File: config.mk
export PLATFORM = sky130hd
export DESIGN_NAME = alu_issue_sequencer
export DESIGN_NICKNAME = d
export VERILOG_FILES = /design/src/rtl/alu_issue_sequencer.sv
export SDC_FILE = /design/constraint.sdc
export NUM_CORES = 1
export LEC_CHECK = 0
export ABC_CLOCK_PERIOD_IN_PS = 2500
export CAP_MARGIN = 20
export CORE_ASPECT_RATIO = 0.7
export CORE_MARGIN = 1.5
export CORE_UTILIZATION = 53
export DETAILED_ROUTE_END_ITERATION = 10
export PLACE_DENSITY = 0.82
export SYNTH_ARGS = -nofsm -noshare
export SYNTH_HDL_FRONTEND = slang
export SYNTH_SLANG_ARGS = --single-unit
File: constraint.sdc
create_clock -name clk -period 2.5 [get_ports clk]
set_input_delay 0.25 -clock clk [delete_from_list [all_inputs] [get_ports clk]]
set_output_delay 0.25 -clock clk [all_outputs]
set_load 0.05 [all_outputs]
File: src/rtl/alu_issue_sequencer.sv
// ALU issue sequencer: buffers 16-bit instructions in a small FIFO and walks
// each executable one through register read, ALU execute, optional register
// write-back, and a handshaked result response.
module alu_issue_sequencer #(
    parameter int FIFO_DEPTH = 4
) (
    input  logic        clk,
    input  logic        rst_n,
    input  logic        in_valid,
    input  logic [15:0] in_inst,
    output logic        in_ready,
    output logic [2:0]  rf_raddr1,
    output logic [2:0]  rf_raddr2,
    output logic [3:0]  alu_func,
    input  logic [7:0]  alu_result,
    input  logic        alu_zero,
    output logic        rf_we,
    output logic [2:0]  rf_waddr,
    output logic [7:0]  rf_wdata,
    output logic        res_valid,
    input  logic        res_ready,
    output logic [7:0]  res_data,
    output logic        res_zero,
    output logic        busy,
    output logic [7:0]  op_count
);
    localparam int AW = $clog2(FIFO_DEPTH);

    // Opcodes that actually execute; everything else is dropped at issue.
    localparam logic [2:0] OP_ALU_WB   = 3'b011;  // execute and write back
    localparam logic [2:0] OP_ALU_RESP = 3'b010;  // execute, respond only

    typedef enum logic [2:0] {
        IDLE,
        READ,
        EXEC,
        WRITE,
        RESP
    } state_t;

    state_t      state_q, state_d;
    logic [15:0] fifo_mem [FIFO_DEPTH];
    logic [AW:0] wr_ptr_q, wr_ptr_d;
    logic [AW:0] rd_ptr_q, rd_ptr_d;
    logic [15:0] inst_q, inst_d;
    logic [7:0]  res_data_q, res_data_d;
    logic        res_zero_q, res_zero_d;
    logic [7:0]  op_count_q, op_count_d;

    logic        fifo_empty;
    logic        fifo_full;
    logic        push;
    logic        pop;
    logic [15:0] fifo_head;

    // Pointers carry one extra wrap bit so full and empty are distinguishable.
    assign fifo_empty = (wr_ptr_q == rd_ptr_q);
    assign fifo_full  = (wr_ptr_q[AW] != rd_ptr_q[AW]) &&
                        (wr_ptr_q[AW-1:0] == rd_ptr_q[AW-1:0]);
    assign push       = in_valid && !fifo_full;
    assign fifo_head  = fifo_mem[rd_ptr_q[AW-1:0]];

    assign in_ready  = !fifo_full;
    assign busy      = (state_q != IDLE) || !fifo_empty;
    assign rf_raddr1 = inst_q[12:10];
    assign rf_raddr2 = inst_q[9:7];
    assign alu_func  = inst_q[6:3];
    assign rf_waddr  = inst_q[15:13];
    assign rf_wdata  = res_data_q;
    assign res_data  = res_data_q;
    assign res_zero  = res_zero_q;
    assign op_count  = op_count_q;

    // Instruction storage; contents need no reset because the pointers define validity.
    always_ff @(posedge clk) begin
        if (push) begin
            fifo_mem[wr_ptr_q[AW-1:0]] <= in_inst;
        end
    end

    // Pointer advance: push from upstream, pop only when the sequencer is idle.
    always_comb begin
        wr_ptr_d = wr_ptr_q;
        rd_ptr_d = rd_ptr_q;
        if (push) begin
            wr_ptr_d = wr_ptr_q + {{AW{1'b0}}, 1'b1};
        end
        if (pop) begin
            rd_ptr_d = rd_ptr_q + {{AW{1'b0}}, 1'b1};
        end
    end

    // Sequencer next-state and per-state outputs.
    always_comb begin
        state_d    = state_q;
        inst_d     = inst_q;
        res_data_d = res_data_q;
        res_zero_d = res_zero_q;
        op_count_d = op_count_q;
        pop        = 1'b0;
        rf_we      = 1'b0;
        res_valid  = 1'b0;
        case (state_q)
            IDLE: begin
                if (!fifo_empty) begin
                    pop    = 1'b1;
                    inst_d = fifo_head;
                    if ((fifo_head[2:0] == OP_ALU_WB) || (fifo_head[2:0] == OP_ALU_RESP)) begin
                        state_d = READ;
                    end
                end
            end
            READ: begin
                // Register file read is registered; give it one cycle.
                state_d = EXEC;
            end
            EXEC: begin
                res_data_d = alu_result;
                res_zero_d = alu_zero;
                state_d    = (inst_q[2:0] == OP_ALU_WB) ? WRITE : RESP;
            end
            WRITE: begin
                rf_we   = 1'b1;
                state_d = RESP;
            end
            RESP: begin
                res_valid = 1'b1;
                if (res_ready) begin
                    state_d    = IDLE;
                    op_count_d = op_count_q + 8'd1;
                end
            end
            default: begin
                state_d = IDLE;
            end
        endcase
    end

    // State registers; reset flushes the buffer and abandons any in-flight work.
    always_ff @(posedge clk or negedge rst_n) begin
        if (!rst_n) begin
            state_q    <= IDLE;
            wr_ptr_q   <= '0;
            rd_ptr_q   <= '0;
            inst_q     <= '0;
            res_data_q <= '0;
            res_zero_q <= 1'b0;
            op_count_q <= '0;
        end else begin
            state_q    <= state_d;
            wr_ptr_q   <= wr_ptr_d;
            rd_ptr_q   <= rd_ptr_d;
            inst_q     <= inst_d;
            res_data_q <= res_data_d;
            res_zero_q <= res_zero_d;
            op_count_q <= op_count_d;
        end
    end
endmodule

== After elaboration in Yosys (flattened, before gate mapping) ==
Memory sizes are Yosys's and may differ from the RTL's.
Cells that the tools add are included.
Widths: inputs -> output; s select.

* Output and inout bits: 42
* Register bits: 42
* Memories kept: 1
* Word-level logic and storage cells: 47
* RAM bits: 64
* Input port bits: 29

* Mux-type cells: 11
* Bitwise gates (word level): 1
* Reduce and logical (&&, ||, !) cells: 11
* Eq/ne operators: 13
* Add/sub/neg operators: 3

{| class="wikitable"
|+ Memory list
! memory !! depth !! width !! read ports !! clocked after Yosys merged registers in !! wr ports !! line !! source
|-
| fifo_mem || 4 || 16 || 1 || 0 || 1 || 42 || <nowiki>logic [15:0] fifo_mem [FIFO_DEPTH];</nowiki>
|}

{| class="wikitable"
|+ Operators with widths
! kind !! number
|-
| $eq 3x2->1 const B || 5
|-
| $pmux 3 s5 || 1
|-
| $mux 3 || 4
|-
| $add 8x1->8 const B || 1
|-
| $add 3x1->3 const B || 2
|-
| $mux 1 || 6
|-
| $ne 2x2->1 const B || 3
|-
| $reduce_and 2->1 || 2
|-
| $eq 3x1->1 const B || 1
|-
| $eq 3x3->1 || 1
|-
| $eq 3x3->1 const B || 1
|-
| $logic_not 3->1 || 1
|-
| $reduce_and 3->1 || 1
|-
| $reduce_bool 3->1 || 1
|-
| $eq 2x2->1 || 1
|-
| $logic_and 1x1->1 || 2
|-
| $logic_not 1->1 || 2
|-
| $logic_or 1x1->1 || 2
|-
| $ne 1x1->1 || 1
|-
| $not 1->1 || 1
|}

== Logic depth before layout (Yosys ltp) ==
* Depth in word-level cells: 6
* Mapped depth: 6
* Depth with buffers taken out: 3

== Least setup slack after synthesis ==
Ideal clock, no wire load.

* Path type: flip-flop to flip-flop
* Start: register state_q[0]
* End: register state_q[2]
* Arrival time: 1.830 ns
* Setup slack: 0.592 ns
* Period minus slack after synthesis: 1.908 ns
* Buffers on the path: 0
* Library setup time: 0.078 ns
* Cell stages (with the launch flop): 3
* Required time: 2.422 ns
* Cell sequence: dfrtp_1 nor3b_1 o2bb2ai_1

* Word-level cells in the longest chain between the ends: 3
* Elaborated cells between the ends (all ways): 10
* Classes of those cells: 7 x eq/ne; 1 x mux; 2 x reduce/logical

{| class="wikitable"
|+ RTL lines
! element !! line !! source
|-
| from (decl) || 41 || <nowiki>state_t state_q, state_d;</nowiki>
|-
| from (signal assigned) || 150 || <nowiki>state_q <= state_d;</nowiki>
|-
| $eq 3x3->1 or $logic_not 3->1 (tied branches) || 103 || <nowiki>case (state_q)</nowiki>
|-
| $ne 2x2->1 (no line) || n/a ||
|-
| $reduce_and 3->1 (no line) || n/a ||
|}

Several ways; a longest one is shown, not always the timed one.
A chain may end at the register's enable or synchronous reset.

== Worst setup path after layout ==
* Start: register state_q[0]
* End: output port res_valid

* Word-level cells in the longest chain between the ends: 2

{| class="wikitable"
|+ RTL lines
! element !! line !! source
|-
| $eq 3x3->1 || 103 ||
|-
| $mux 1 || 103 ||
|-
| to (decl) || 20 || <nowiki>output logic res_valid,</nowiki>
|}

No other way between the ends.

==> flow_metrics.tcl <==
set metrics [dict create \
    grt_max_degree 43 \
    yosysWarnings 0 \
    rsz0062_at_grt "false" \
    r2r.worst_path.cells 4 \
    crit_path_max_fanout 7 \
    track_usage_pct 17.8 \
    grt-ovfl-total 0 \
    synth_seq_cells 106 \
    maxSlewHeadroom_pct 64.7 \
    arrival_ns 1.92 \
    post_cts_resized 0 \
    finalWeightedCongestion 0.751 \
    worst_pin_slew_ns 0.529 \
    syn_area_sq_um 4380 \
    leakage_uw 0.00205 \
    yosys.area.top_type "edfxtp_1" \
    cts_made_buffers 9 \
    yosysMostFrequentCell "edfxtp_1" \
    wl_per_cell_um 17.6 \
    cts.clk_slew.worst_paths_ns 0.07 \
    area_growth_pct 23.7 \
    r2r-end "fifo_mem[1][4]" \
    cts.path.max_buffers 2 \
    pwr-share-seq_pct 34.3 \
    die-area_sq_um 8830 \
    async_reset_ff_share_pct 39.6 \
    timing.final.hold_violations 0 \
    maxSlewViolCount 0 \
    htree_levels 3 \
    ir_drop_v 0.00104 \
    finalNetCount 336 \
    cts_num_sinks 106 \
    cts_root_buf "clkbuf_16" \
    io_buffers 70 \
    finalPower_uw 8070 \
    criticalPathCategory "reg2out" \
    drt-pass1-iter-count 4 \
    worstSetupEndpointType "primary output" \
    synth_common_cells "edfxtp_1, dfrtp_1, buf_4, mux2_2, mux4_2" \
    synth_cell_type_count 36 \
    drive_gt1_share_pct 22.5 \
    final_antenna_net_count 0 \
    swShare_pct 38.0 \
    first_iter_violations 116 \
    placed_area_sq_um 5060 \
    die_h_um 79.1 \
    synth_cells 236 \
    cap_violations 0 \
    fp.dieW_um 112 \
    core_sq_um 7940 \
    synthTopCellsByArea "edfxtp_1, dfrtp_1, mux2_2, mux4_2, buf_4" \
    design_area_sq_um 5420 \
    start_util_pct 55.2 \
    synth_top_cell_area_share_pct 43.9 \
    yosysSeqAreaShare_pct 67.9 \
    max_freq_ghz 0.460 \
    power.internal_uw 5000 \
    antenna_found_initial 0 \
    finalCriticalPeriod_ns 2.17 \
    vias 2172 \
    drc_errors 0 \
    clock_skew_ns 0.00552 \
    grt_pass1_vias 2215 \
    syn-num-nets 271 \
    grt_pass1_wl_um 11700 \
    ios 71 \
    p_per_area_nw_per_um2 1490 \
    start_kind "flop" \
    synth-edff-count 64 \
    synth-main-ff-cell "edfxtp_1" \
    clk_latency_ns 0.34 \
    fin_setup_tns_ns 0 \
    wirelength_um 7150 \
    outcome "finished, final reports clean" \
    power.switching_uw 3070 \
    final.period_utilization_pct 86.9 \
    dp_hpwl_um 4880 \
    avgSynthCellArea_sq_um 18.6 \
    required_ns 2.25 \
    clock_power_share_pct 18.3 \
    via_per_inst 5.34 \
    n_fill_cell 518 \
    setup_violations 0 \
    diodes 0 \
    reg2reg_from "wr_ptr_q[1]" \
    hold_class "in2async" \
    num_rows 27 \
    r2r_slack_ns 0.55 \
    pwr-share-comb_pct 47.4 \
    cts_tree "yes" \
]
-- placed cells by master, fill, tap and decap left out, drive strengths merged, types with 3 or more instances in the layout --
master	netlist	layout
inv	4	6
mux4	16	16
clkbuf	2	12
xor2	6	6
and2	3	3
xnor2	9	9
clkdlybuf4s50	0	67
edfxtp	64	64
ha	6	6
nand3	3	3
nand2	3	3
dfrtp	42	42
mux2	28	28
nor2	4	4
buf	26	14
-- power groups by stage --
stage	Combinational [uW]	Clock, uW	Sequential [uW]
2_1_floorplan	2750	0	3080
3_3_place_gp	3770	0	2770
3_5_place_dp	3840	0	2800
4_1_cts	3850	1510	2770
5_1_grt	4050	1580	2840
6_report	3820	1480	2770
-- routing by layer --
metal / global-route usage, % / vias to the layer above / wire length [um]
met5: 0 / - / 0
met4: 7.22 / 0 / 85
met3: 4.73 / 10 / 377
met2: 26.5 / 63 / 3270
met1: 25.3 / 1094 / 3420
li1: - / 1005 / -
-- worst max path at each step --
stage / start / endpoint / slack [ns] / depth (start not counted)
global route: state_q[0] / res_valid / 0.23 / 2
CTS: state_q[0] / res_valid / 0.31 / 2
global placement: rd_ptr_q[0] / state_q[0] / 0.67 / 4
finish: state_q[0] / res_valid / 0.33 / 2
floorplan: state_q[0] / state_q[2] / 0.59 / 2
detailed placement: wr_ptr_q[1] / fifo_mem[1][13] / 0.59 / 4
-- timing repair --
| item | 4_1_cts | 5_1_grt |
|---|---|---|
| hold endpoints to repair | 0 | 9 |
| setup buffers | 0 | 0 |
| hold buffers | 0 | 1 |
-- cell families after synthesis --
group	synth area share [%]
flip-flops	67.9
multiplexers	16.9
buffers and inverters	5.37
AND/OR/NAND/NOR	3.54
XOR/XNOR	3.43
AO/OA/AOI/OAI	1.23
adder cells (fa/ha/maj)	1.71
-- stage by stage --
step / util, % / hold slack (ns) / setup slack (ns) / std cells
6_report: 68.3 / 0.321 / 0.328 / 407
5_1_grt: 68.3 / 0.348 / 0.230 / 407
4_1_cts: 67.9 / 0.101 / 0.313 / 405
3_5_place_dp: 63.8 / 0.472 / 0.594 / 389
3_3_place_gp: 63.8 / 0.461 / 0.668 / 389
2_1_floorplan: - / -0.0456 / 0.592 / 236
-- worst max-delay path, cell delays in order (launching register included) --
cell and delay [ns]:
dfrtp_1 0.45, nor3b_1 0.27, clkdlybuf4s50_1 0.86
-- sequential cells by signal, indices dropped and copies added (netlist names) --
register,count
res_data,8
fifo_mem,64
inst_q,16
op_count,8
state_q,3
wr_ptr_q,3
res_zero,1
rd_ptr_q,3
-- final cells by class --
class	count	area [sq um]	share of cell area (%)
clock buffer	12	268	4.94
clock inverter	4	56.3	1.04
inverter	4	15.0	0.277
multi-input combinational	98	1170	21.6
sequential	106	2970	54.9
tap	101	126	2.33
timing repair buffer	82	808	14.9
Note: power is estimated with default switching activity, not from simulation.
